[src/rtl/seg_pkg.sv]
// rtl/seg_pkg.sv - shared types for the 7-segment scan driver
package seg_pkg;

    typedef logic [7:0] seg_t;

    localparam seg_t SEG_BLANK = 8'hFF;

    typedef enum logic [1:0] {
        IDLE = 2'd0,
        SHOW = 2'd1,
        DEAD = 2'd2
    } scan_state_t;

endpackage

[src/rtl/seg_scan_driver_tick.sv]
// rtl/seg_scan_driver_tick.sv - seg_tick_gen: one-cycle tick every DIV enabled cycles
module seg_tick_gen #(
    parameter int DIV   = 5000,
    parameter int DIV_W = 16
) (
    input  logic clk,
    input  logic rst,
    input  logic clr,
    input  logic en,
    output logic tick
);

    localparam logic [DIV_W-1:0] LAST = DIV_W'(DIV - 1);

    logic [DIV_W-1:0] count_q;
    logic [DIV_W-1:0] count_d;

    // The tick is combinational so the consumer acts on the terminal count edge itself.
    always_comb begin
        count_d = count_q;
        tick    = 1'b0;
        if (clr) begin
            count_d = '0;
        end else if (en) begin
            if (count_q == LAST) begin
                count_d = '0;
                tick    = 1'b1;
            end else begin
                count_d = count_q + DIV_W'(1);
            end
        end
    end

    always_ff @(posedge clk) begin
        if (rst) begin
            count_q <= '0;
        end else begin
            count_q <= count_d;
        end
    end

endmodule

[src/rtl/seg_scan_driver.sv]
// rtl/seg_scan_driver.sv - time-multiplexed 7-seg scanner; SEG_SCAN_DEADTIME_EN adds blank gaps between digits
module seg_scan_driver
    import seg_pkg::*;
#(
    parameter int N_DIGITS      = 8,
    parameter int DIV           = 5000,
    parameter int DIV_W         = 16,
    parameter int DEAD_CYCLES   = 4,
    parameter int ACTIVE_LOW_AN = 1
) (
    input  logic                clk,
    input  logic                rst,
    input  logic                en,
    input  seg_t                segs_in [N_DIGITS],
    output seg_t                seg_out,
    output logic [N_DIGITS-1:0] an_out,
    output logic [2:0]          digit_idx,
    output logic                frame_done
);

    if (N_DIGITS < 1 || N_DIGITS > 8 || DIV < 1 || DEAD_CYCLES < 1) begin : g_bad_cfg
        $error("seg_scan_driver: parameter out of range");
    end

    localparam logic [N_DIGITS-1:0] AN_OFF   = (ACTIVE_LOW_AN != 0) ? '1 : '0;
    localparam logic [2:0]          LAST_IDX = 3'(N_DIGITS - 1);

    function automatic logic [N_DIGITS-1:0] an_sel(input logic [2:0] idx);
        logic [N_DIGITS-1:0] oh;
        for (int k = 0; k < N_DIGITS; k++) begin
            oh[k] = (idx == 3'(k));
        end
        return (ACTIVE_LOW_AN != 0) ? ~oh : oh;
    endfunction

    scan_state_t         state_q, state_d;
    logic [2:0]          digit_q, digit_d;
    seg_t                seg_q, seg_d;
    logic [N_DIGITS-1:0] an_q, an_d;
    logic                frame_q, frame_d;
    // Eight entries regardless of N_DIGITS so the 3-bit digit index always addresses it exactly.
    seg_t                shadow_q [8];
    seg_t                shadow_d [8];

    logic       show_tick;
    logic       dead_tick;
    logic       advance;
    logic       wrap;
    logic [2:0] next_idx;

    seg_tick_gen #(.DIV(DIV), .DIV_W(DIV_W)) u_show_tick (
        .clk  (clk),
        .rst  (rst),
        .clr  (!en || state_q != SHOW),
        .en   (en && state_q == SHOW),
        .tick (show_tick)
    );

`ifdef SEG_SCAN_DEADTIME_EN
    seg_tick_gen #(.DIV(DEAD_CYCLES), .DIV_W(DIV_W)) u_dead_tick (
        .clk  (clk),
        .rst  (rst),
        .clr  (!en || state_q != DEAD),
        .en   (en && state_q == DEAD),
        .tick (dead_tick)
    );
`else
    assign dead_tick = 1'b0;
`endif

    assign wrap     = (digit_q == LAST_IDX);
    assign next_idx = wrap ? 3'd0 : digit_q + 3'd1;

    always_comb begin
        state_d  = state_q;
        digit_d  = digit_q;
        seg_d    = seg_q;
        an_d     = an_q;
        frame_d  = 1'b0;
        shadow_d = shadow_q;
        advance  = 1'b0;

        if (!en) begin
            state_d = IDLE;
            digit_d = 3'd0;
            seg_d   = SEG_BLANK;
            an_d    = AN_OFF;
        end else begin
            case (state_q)
                IDLE: begin
                    for (int k = 0; k < N_DIGITS; k++) begin
                        shadow_d[k] = segs_in[k];
                    end
                    state_d = SHOW;
                    digit_d = 3'd0;
                    seg_d   = segs_in[0];
                    an_d    = an_sel(3'd0);
                end
                SHOW: begin
                    if (show_tick) begin
`ifdef SEG_SCAN_DEADTIME_EN
                        state_d = DEAD;
                        seg_d   = SEG_BLANK;
                        an_d    = AN_OFF;
`else
                        advance = 1'b1;
`endif
                    end
                end
                DEAD: begin
                    if (dead_tick) begin
                        advance = 1'b1;
                    end
                end
                default: begin
                    state_d = IDLE;
                    digit_d = 3'd0;
                    seg_d   = SEG_BLANK;
                    an_d    = AN_OFF;
                end
            endcase

            // Wrapping re-samples the inputs on the same edge so digit 0 shows the fresh byte.
            if (advance) begin
                state_d = SHOW;
                digit_d = next_idx;
                an_d    = an_sel(next_idx);
                if (wrap) begin
                    frame_d = 1'b1;
                    seg_d   = segs_in[0];
                    for (int k = 0; k < N_DIGITS; k++) begin
                        shadow_d[k] = segs_in[k];
                    end
                end else begin
                    seg_d = shadow_q[next_idx];
                end
            end
        end
    end

    always_ff @(posedge clk) begin
        if (rst) begin
            state_q  <= IDLE;
            digit_q  <= 3'd0;
            seg_q    <= SEG_BLANK;
            an_q     <= AN_OFF;
            frame_q  <= 1'b0;
            shadow_q <= '{default: SEG_BLANK};
        end else begin
            state_q  <= state_d;
            digit_q  <= digit_d;
            seg_q    <= seg_d;
            an_q     <= an_d;
            frame_q  <= frame_d;
            shadow_q <= shadow_d;
        end
    end

    assign seg_out    = seg_q;
    assign an_out     = an_q;
    assign digit_idx  = digit_q;
    assign frame_done = frame_q;

endmodule

[config.mk]
export PLATFORM = sky130hd
export DESIGN_NAME = seg_scan_driver
export DESIGN_NICKNAME = d
export VERILOG_FILES = /design/src/rtl/seg_pkg.sv /design/src/rtl/seg_scan_driver_tick.sv /design/src/rtl/seg_scan_driver.sv
export SDC_FILE = /design/constraint.sdc
export NUM_CORES = 1
export LEC_CHECK = 0
export CELL_PAD_IN_SITES_DETAIL_PLACEMENT = 0
export CELL_PAD_IN_SITES_GLOBAL_PLACEMENT = 2
export CORE_UTILIZATION = 23
export CTS_CLUSTER_DIAMETER = 150
export CTS_CLUSTER_SIZE = 20
export DETAILED_ROUTE_END_ITERATION = 10
export GPL_TIMING_DRIVEN = 0
export PLACE_DENSITY_LB_ADDON = 0.1
export SLEW_MARGIN = 5
export SYNTH_ARGS = -nofsm -noshare
export SYNTH_HDL_FRONTEND = slang
export SYNTH_HIERARCHICAL = 1
export SYNTH_SLANG_ARGS = --single-unit
[constraint.sdc]
create_clock -name clk -period 3 [get_ports clk]
set_input_delay 0.6 -clock clk [delete_from_list [all_inputs] [get_ports clk]]
set_output_delay 0.6 -clock clk [all_outputs]
set_load 0.005 [all_outputs]
==> impl_metrics.yaml, run 1 <==
route:
  antenna_left: 0
  vias: 3945
  wl_mm: 13.8
  viasPerCell: 4.45
  wl_per_cell_um: 15.6
  drtPass1Iterations: 4
  drcViolationCount: 0
  drt_iter0_drc: 174
sta:
  fin_hold_ws_ns: 0.465
  slew_headroom: 0.504
  finalCriticalPeriod_ns: 2.62
  tns_ns: 0
  slew_violations: 0
  worst_pin_slew_ns: 0.744
  final_hold_viol_count: 0
  finalWorstSetupSlack_ns: 0.376
  min_period_over_period: 0.875
  fin_skew_ns: 0.00693
  max_freq_mhz: 381
  setup_viol: 0
  rsz0062_at_grt: "false"
placed_design:
  dpl.hpwl_mm: 10.3
  dp_slack_ns: -0.460
  place_area_um2: 5700
  placed_cells: 869
  portBuffers: 86
  gp_congestion: 0.710
floorplan:
  core_area_um2: 19000
  pin_count: 87
  die-height_um: 142
  dieArea_um2: 20200
  chipWidth_um: 142
  start_util: 0.238
  rows: 50
worst_setup_path:
  cp-startpoint: "en"
  cp.depth: 15
  r2r-start: "state_q[0]"
  worstSetupEndpointType: "flop"
  reg2reg_slack_ns: 0.45
  path_cells: "dlymetal6s2s_1 > nand2_1 > inv_1 > buf_2 > nand3_2 > nor2_1 > nor4bb_2 > buf_2 > a21bo_1 > buf_6 > and2_1 > buf_6 > buf_6 > nand2_1 > nand3b_1"
  cp_max_fo: 10
  crit_top_cell: "buf_6"
  worst_r2r_endpoint: "shadow_q[13]"
  critical_path_buf_inv_count: 7
  crit_required_ns: 3.29
  crit_family: "buffers and inverters"
  critPathKind: "in2reg"
  setup.worst_path.end: "shadow_q[13]"
  max_stage_delay_ns: 0.26
  worst_ep_arrival_time_ns: 2.91
  start_kind: "input pin"
  slowest_stage: "nor4bb_2"
  reg2reg_depth: 14
cts:
  root_buffer: "clkbuf_16"
  clkLatencyLatePin_ns: 0.35
  htree_levels: 3
  cts_buffers: 9
  cts_tree: "built"
  cts_buffer_depth: 2
  path_clk_slew_ns: 0.07
  clock-sinks: 101
pwr:
  power_leakage_uw: 0.00233
  powerDensity_nw_per_um2: 504
  ir_worst_vdd_mv: 0.221
logic_synthesis:
  synth_seq_cells: 101
  synth_top_area_share: 0.448
  synth-seq-area-share: 0.448
  synth_top_area_cell: "dfxtp_1"
  syn_area_per_cell_um2: 8.64
  synthAdderAreaFrac: 0.00831
  netlist_top_cells_count: "151 x nand2_1, 101 x dfxtp_1, 65 x nand3b_1, 33 x nor2_1, 15 x buf_2"
  synth.mux.area_fraction: 0.0463
  syn-num-nets: 593
  syn_area_um2: 4520
  async_flop_share: 0
  yosysUniqueCellTypes: 49
  synth_flop_cell: "dfxtp_1"
  synth_compound_area_frac: 0.101
  synth_top_family_by_area: "simple AND/OR/NAND/NOR gates"
  yosys_warnings: 6
  synthCells: 523
  synth_xor_area_frac: 0.0271
  synthSimpleGateAreaFrac: 0.313
  synth-edff-count: 0
  synth.most_common_cell: "nand2_1"
  netlist_top_cells_area: "dfxtp_1 45%, nand2_1 13%, nand3b_1 11%"
final_layout:
  area_growth_pct: 34.1
  stdcell_count: 887
  nNetsFinal: 692
  antenna_cells: 0
  layout-drive-gt1-share: 0.0893
  finalInstanceArea_um2: 6060
global_routing:
  track_usage: 0.146
  grt_antenna_before_repair: 0
  grt_pass1_vias: 4012
  overflow: 0
  grt_max_degree: 17
  grt_first_pass_wirelength_mm: 22.1
run:
  drv_cap: 0
run_status:
  outcome: "finished clean"
worst_hold_path:
  hold_path.class: "reg2reg"
final cells by class:
class | count | area, um2
plain buffers | 38 | 238
clock buffers | 10 | 229
clock inverters | 6 | 87.6
fillers | 2049 | 12900
inverters | 6 | 22.5
multi-input cells | 378 | 2250
flip-flops and latches | 101 | 2020
well taps | 260 | 325
repair buffers | 88 | 878
layout by cell type (no fill, tap or decap), types with 2 or more instances in the layout:
master | netlist | final
nand2_1 | 151 | 151
dfxtp_1 | 101 | 101
clkdlybuf4s50_1 | 0 | 85
nand3b_1 | 65 | 65
nor2_1 | 33 | 33
buf_2 | 15 | 14
mux2i_1 | 13 | 13
a221oi_1 | 13 | 13
clkbuf_1 | 12 | 12
xnor2_1 | 10 | 10
buf_6 | 9 | 9
clkbuf_16 | 0 | 9
o31ai_1 | 8 | 8
o22ai_1 | 7 | 7
nand3_1 | 7 | 6
a211oi_1 | 6 | 6
a21o_1 | 5 | 5
inv_1 | 4 | 4
a21oi_1 | 4 | 4
buf_4 | 1 | 4
o21ai_0 | 4 | 4
o2bb2ai_1 | 4 | 4
nor4_1 | 4 | 4
xor2_1 | 4 | 4
nand4_1 | 4 | 4
nor3_1 | 4 | 4
and2_1 | 3 | 3
mux4_2 | 3 | 3
and3_1 | 3 | 3
ha_1 | 3 | 3
clkinvlp_4 | 0 | 3
nand2b_1 | 2 | 2
nor2b_1 | 2 | 2
clkbuf_2 | 1 | 2
bufinv_16 | 0 | 2
routing by layer:
layer,up-vias,GRT usage,wire [um]
met5,-,0,0
met4,0,0.0685,288
met3,16,0.0239,603
met2,98,0.226,6040
met1,1827,0.197,6880
li1,2004,-,-
per-stage QoR:
step | total power [uW] | utilization
3_3_place_gp | 1820 | 0.301
5_1_grt | 3190 | 0.320
3_5_place_dp | 1830 | 0.301
4_1_cts | 3100 | 0.319
2_1_floorplan | 1650 | -
6_report | 3050 | 0.320
logic make-up after synthesis:
logic type               Yosys count
AND/OR/NAND/NOR                  285
flip-flops                       101
AO/OA/AOI/OAI                     59
buffers and inverters             44
multiplexers                      17
XOR/XNOR                          14
adder cells (fa/ha/maj)            3
where the power goes:
| part | internal, uW | total (uW) | switching, uW | leakage, uW |
|---|---|---|---|---|
| sequential | 1410 | 1460 | 43.2 | 0.000833 |
| clock | 730 | 1260 | 528 | 0.000145 |
| combinational | 184 | 335 | 151 | 0.00135 |
| total | 2330 | 3050 | 722 | 0.00233 |
worst register-to-register path: cells and delay by family, from the launching register on:
family                 cells  cell delay (ns)
AOI/OAI and AO/OA          1             0.12
buffers and inverters      6             0.95
DFF                        1             0.41
and+or+nand+nor            7             1.01
worst min path at each step:
stage	from	endpoint	slack, ns	cells past startpoint
4_1_cts	shadow_q[18]	shadow_q[18]	0.47	2
3_5_place_dp	shadow_q[18]	shadow_q[18]	0.45	2
3_3_place_gp	shadow_q[2]	shadow_q[2]	0.45	2
2_1_floorplan	shadow_q[15]	shadow_q[15]	0.43	2
5_1_grt	shadow_q[2]	shadow_q[2]	0.49	2
6_report	shadow_q[2]	shadow_q[2]	0.46	2
what timing repair did:
item                       in CTS  in global routing
pin swaps                       0                  0
hold buffers                    0                  0
setup buffers                   2                  0
setup endpoints to repair      60                 73
gates resized for setup         2                  5
registers in the layout, summed over array words and instances, names as in the netlist:
signal / flops
shadow_q: 64
u_show_tick/count_q: 16
an_out: 8
seg_out: 8
digit_idx: 3
frame_done: 1
state_q: 1
No activity file was read; power rests on OpenSTA's default activity.
==> run 2: changes to the inputs <==
clock period = 2.3 ns   (was 3 ns; I/O delays follow)
==> run 2 against run 1 <==
  * Routed wire length is 0.76% higher
  * Sequential power up 30%
  * Critical endpoint is now shadow_q[21]
  * Clock power up 30%
  * Setup slack worse by 0.22 ns
  * Critical path type is now reg2reg
  * Sequential share of layout area shrank 0.68 points
  * First-iteration DRC count down 6.3%
  * Largest cell class unchanged
==> impl_metrics.yaml, run 2 (synthesis gave the netlist of run 1 again) <==
worst_setup_path:
  r2r-start: "u_show_tick/count_q[11]"
  critPathKind: "reg2reg"
  cp-startpoint: "u_show_tick/count_q[11]"
  worstSetupEndpointType: "flop"
  path_cells: "nor4b_4 > nand2_2 > nor4bb_4 > buf_2 > a21bo_1 > buf_6 > and2_4 > buf_12 > buf_8 > nand2_1 > nand3b_1"
  start_kind: "flop"
  crit_required_ns: 2.59
  max_stage_delay_ns: 0.37
  slowest_stage: "dfxtp_1"
  worst_ep_arrival_time_ns: 2.44
  cp_max_fo: 10
route:
  vias: 4006
  drcViolationCount: 0
  wl_mm: 13.9
  viasPerCell: 4.49
  drtPass1Iterations: 4
  antenna_left: 0
  wl_per_cell_um: 15.6
  drt_iter0_drc: 163
final_layout:
  area_growth_pct: 37.1
  final_cell_mix: "149 x nand2_1, 100 x dfxtp_1, 85 x clkdlybuf4s50_1"
  nNetsFinal: 698
  finalInstanceArea_um2: 6190
  fillers: 2035
  largest_register_ffs: 64
  antenna_cells: 0
  biggestRegsByFlops: "shadow_q (64), u_show_tick/count_q (16)"
  regMostFlops: "shadow_q"
  layout-drive-gt1-share: 0.117
  final_common_cell: "nand2_1"
sta:
  slew_headroom: 0.507
  max_freq_mhz: 466
  finalCriticalPeriod_ns: 2.15
  final_hold_viol_count: 0
  fin_skew_ns: 0.00562
  min_period_over_period: 0.933
  finalWorstSetupSlack_ns: 0.155
  slew_violations: 0
  setup_viol: 0
  fin_hold_ws_ns: 0.465
  worst_pin_slew_ns: 0.740
pwr:
  p_int_uw: 3050
  switching_share: 0.237
  powerDensity_nw_per_um2: 644
  combPwrFrac: 0.112
  p_clk_frac: 0.412
  p_sw_uw: 946
  power_leakage_uw: 0.00239
  ir_worst_vdd_mv: 0.291
  p_seq_frac: 0.476
placed_design:
  place_area_um2: 5700
  dp_slack_ns: -1.02
  gp_congestion: 0.710
  dpl.hpwl_mm: 10.3
  portBuffers: 86
floorplan:
  dieArea_um2: 20200
  rows: 50
  die-height_um: 142
  core_area_um2: 19000
  start_util: 0.238
  pin_count: 87
  chipWidth_um: 142
cts:
  cts_tree: "built"
  cts_buffer_depth: 2
  path_clk_slew_ns: 0.07
  clkLatencyLatePin_ns: 0.35
  clock-sinks: 101
  htree_levels: 3
  root_buffer: "clkbuf_16"
  cts_buffers: 9
global_routing:
  grt_antenna_before_repair: 0
  overflow: 0
  grt_pass1_vias: 4028
  grt_first_pass_wirelength_mm: 22.1
  track_usage: 0.146
  grt_max_degree: 17
worst_hold_path:
  hold_path.class: "reg2reg"
  hold_start: "shadow_q[2]"
run:
  drv_cap: 0
run_status:
  outcome: "finished clean"
==> run 2: changes by cell type in the layout (fill, tap and decap cells not counted), sizes merged <==
| cell | before | now |
|---|---|---|
| buf | 27 | 34 |
| clkbuf | 23 | 22 |
| clkdlybuf4s15 | 0 | 1 |
| dlymetal6s2s | 1 | 0 |
==> run 2: stage by stage <==
step	utilization	cells	TNS (ns)	total power (uW)
after global routing	0.327	893	-0.0223	4180
after global placement	0.301	869	-88.41	2380
after CTS	0.321	887	0	4050
final	0.327	893	0	3990
after floorplan	-	523	0	2150
after detailed placement	0.301	869	-84.92	2380
==> run 2: cell type report <==
type / count / area (um2) / share of cell area
timing repair buffer: 95 / 930 / 0.150
clock buffer: 10 / 229 / 0.0370
buffer: 37 / 253 / 0.0408
inverter: 6 / 22.5 / 0.00364
clock inverter: 6 / 87.6 / 0.0141
tap: 260 / 325 / 0.0525
multi-input combinational: 378 / 2320 / 0.375
sequential: 101 / 2030 / 0.327
==> run 2: power by group through the flow <==
stage / logic [uW] / clock network (uW) / registers (uW)
after floorplan: 234 / 0 / 1920
after global placement: 436 / 0 / 1940
final: 448 / 1640 / 1900
after CTS: 450 / 1690 / 1900
after detailed placement: 439 / 0 / 1940
after global routing: 500 / 1770 / 1910
==> run 2: worst max-delay path: cells and delay by family (launching register included) <==
family / cells / cell delay (ns)
flops: 1 / 0.37
buf+inv: 4 / 0.55
simple gates: 6 / 1.06
compound gates: 1 / 0.12
==> run 2: final timing paths <==
path / to / slack [ns] / cells past startpoint
setup / recovery: shadow_q[21] / 0.15 / 11
hold / removal: shadow_q[2] / 0.46 / 2
setup reg to reg: shadow_q[21] / 0.15 / 11
hold reg to reg: shadow_q[2] / 0.46 / 2
==> run 2: what timing repair did <==
action,in CTS,in global routing
hold buffers,0,0
resized for setup,15,14
setup endpoints to repair,93,83
cloned,0,0
pin swaps,0,2
setup buffers,3,6
endpoints found under the hold margin,0,0
==> run 2: layer usage <==
metal,track usage,vias to the layer above,part of all wire
li1,-,2016,-
met1,0.197,1878,0.49
met2,0.225,91,0.44
met3,0.0246,21,0.046
met4,0.0736,0,0.027
met5,0,-,0
==> run 3: changes to the inputs <==
CORE_UTILIZATION = 28   (was 23)
==> run 3 against run 2 <==
  * Power down 1.1%
  * Clock skew down 0.0012 ns
  * Count of clock-buffer cells in the layout unchanged
  * Combinational power up 2%
  * Via count down 1.0%
  * Flip-flop and latch count unchanged
  * Utilization up 6.2 points
  * Final area down 0.57%
  * Setup slack worse by 0.014 ns
  * Die area down 18%
  * Sequential power about the same
  * Largest cell class unchanged
==> impl_metrics.yaml, run 3 (synthesis gave the netlist of run 1 again) <==
final_layout:
  regArea_um2: 2030
  post-route-util: 0.389
  final_common_cell: "nand2_1"
  finalInstanceArea_um2: 6160
  fillers: 1589
  final_cell_mix: "149 x nand2_1, 97 x dfxtp_1, 85 x clkdlybuf4s50_1"
  largest_register_ffs: 64
  area_growth_pct: 36.4
  layout-drive-gt1-share: 0.120
  nNetsFinal: 696
  antenna_cells: 0
  stdcell_count: 847
  regMostFlops: "shadow_q"
  biggestRegsByFlops: "shadow_q (64), u_show_tick/count_q (16)"
  multi_input_area_um2: 2330
sta:
  setup_viol: 0
  worst_pin_slew_ns: 0.648
  slew_headroom: 0.568
  final_hold_viol_count: 0
  fin_skew_ns: 0.00442
  fin_hold_ws_ns: 0.447
  rsz0062_at_grt: "true"
  finalCriticalPeriod_ns: 2.16
  tns_ns: 0
  max_freq_mhz: 463
  slew_violations: 0
  min_period_over_period: 0.939
floorplan:
  chipWidth_um: 129
  dieArea_um2: 16600
  rows: 46
  core_area_um2: 15800
  die-height_um: 129
  pin_count: 87
  start_util: 0.285
run_status:
  outcome: "finished clean"
worst_hold_path:
  min_path_cells: 3
  hold_start: "en"
  hold-path-endpoint: "state_q[0]"
  hold_path.class: "in2reg"
pwr:
  p_seq_frac: 0.481
  p_clk_frac: 0.404
  powerDensity_nw_per_um2: 641
  switching_share: 0.244
  ir_worst_vdd_mv: 0.373
  p_int_uw: 2980
  combPwrFrac: 0.115
  power_leakage_uw: 0.00241
  p_sw_uw: 963
cts:
  root_buffer: "clkbuf_16"
  cts_buffers: 9
  cts_tree: "built"
  clock-sinks: 101
  clkLatencyLatePin_ns: 0.36
  path_clk_slew_ns: 0.07
  htree_levels: 3
  cts_buffer_depth: 2
placed_design:
  portBuffers: 86
  placed_cells: 825
  gp_congestion: 0.779
  dpl.hpwl_mm: 9.63
  place_area_um2: 5650
worst_setup_path:
  reg2reg_depth: 11
  reg2reg_slack_ns: 0.14
  worstSetupEndpointType: "flop"
  worst_ep_arrival_time_ns: 2.40
  cp_max_fo: 10
  cp-startpoint: "u_show_tick/count_q[13]"
  worst_r2r_endpoint: "shadow_q[8]"
  critPathKind: "reg2reg"
  crit_required_ns: 2.54
  start_kind: "flop"
  r2r-start: "u_show_tick/count_q[13]"
global_routing:
  grt_max_degree: 18
  grt_pass1_vias: 4014
  grt_antenna_before_repair: 0
  track_usage: 0.170
  grt_first_pass_wirelength_mm: 21.3
  overflow: 0
run:
  drv_cap: 0
route:
  drt_iter0_drc: 206
  vias: 3965
  drtPass1Iterations: 4
  wl_per_cell_um: 15.8
  antenna_left: 0
  drcViolationCount: 0
  viasPerCell: 4.68
  wl_mm: 13.4
-- run 3: cell types whose count changed in the layout (fill, tap and decap cells not counted), sizes merged --
cell / delta
bufbuf: +1
clkinvlp: -3
clkdlybuf4s15: -1
buf: -1
clkinv: +2
inv: +2
bufinv: -1
clkbuf: -1
-- run 3: critical path, cell delays in order, from the launching register on --
cell	delay [ns]
dfxtp_4	0.37
nor4b_4	0.28
nand2_2	0.12
nor4bb_4	0.28
buf_4	0.16
a21bo_1	0.11
buf_6	0.10
buf_4	0.11
nand2_4	0.11
buf_2	0.21
nand2_1	0.10
nand3b_1	0.08
-- run 3: area by class of cell --
cell class / instances / share of cell area
timing repair buffer: 95 / 0.154
tap: 216 / 0.0439
clock buffer: 10 / 0.0388
clock inverter: 6 / 0.0114
buffer: 35 / 0.0400
inverter: 6 / 0.00366
multi-input combinational: 378 / 0.378
sequential: 101 / 0.330
-- run 3: power groups by stage --
stage,combinational (uW),clock (uW),sequential (uW)
after floorplan,234,0,1920
after global placement,430,0,1940
after detailed placement,435,0,1940
after CTS,459,1640,1900
after global routing,507,1720,1910
final,456,1590,1900
-- run 3: how the worst max path moves through the flow --
| stage | cells after the start | to |
|---|---|---|
| final | 11 | shadow_q[8] |
| after global routing | 11 | shadow_q[18] |
| after CTS | 14 | shadow_q[3] |
| after detailed placement | 14 | shadow_q[50] |
| after global placement | 14 | shadow_q[50] |
| after floorplan | 14 | shadow_q[0] |
-- run 3: layer usage --
| metal | part of all wire | wire, um | up-vias | GRT usage |
|---|---|---|---|---|
| li1 | - | - | 2005 | - |
| met1 | 0.48 | 6410 | 1878 | 0.225 |
| met2 | 0.47 | 6290 | 74 | 0.281 |
| met3 | 0.045 | 601 | 8 | 0.0438 |
| met4 | 0.0075 | 101 | 0 | 0.0353 |
| met5 | 0 | 0 | - | 0 |
-- run 3: what timing repair did --
action / 4_1_cts / 5_1_grt
hold buffers: 0 / 0
endpoints found under the hold margin: 0 / 0
pin swaps: 2 / 5
gates resized for setup: 16 / 25
cloned: 1 / 0
setup buffers: 6 / 2
endpoints found under the setup margin: 93 / 77
-- run 3: metrics by stage --
| stage | power (uW) | setup WS [ns] |
|---|---|---|
| 3_3_place_gp | 2370 | -1.00 |
| 6_report | 3950 | 0.141 |
| 5_1_grt | 4130 | -0.0404 |
| 2_1_floorplan | 2150 | 0.0993 |
| 3_5_place_dp | 2380 | -1.03 |
| 4_1_cts | 4000 | 0.0136 |
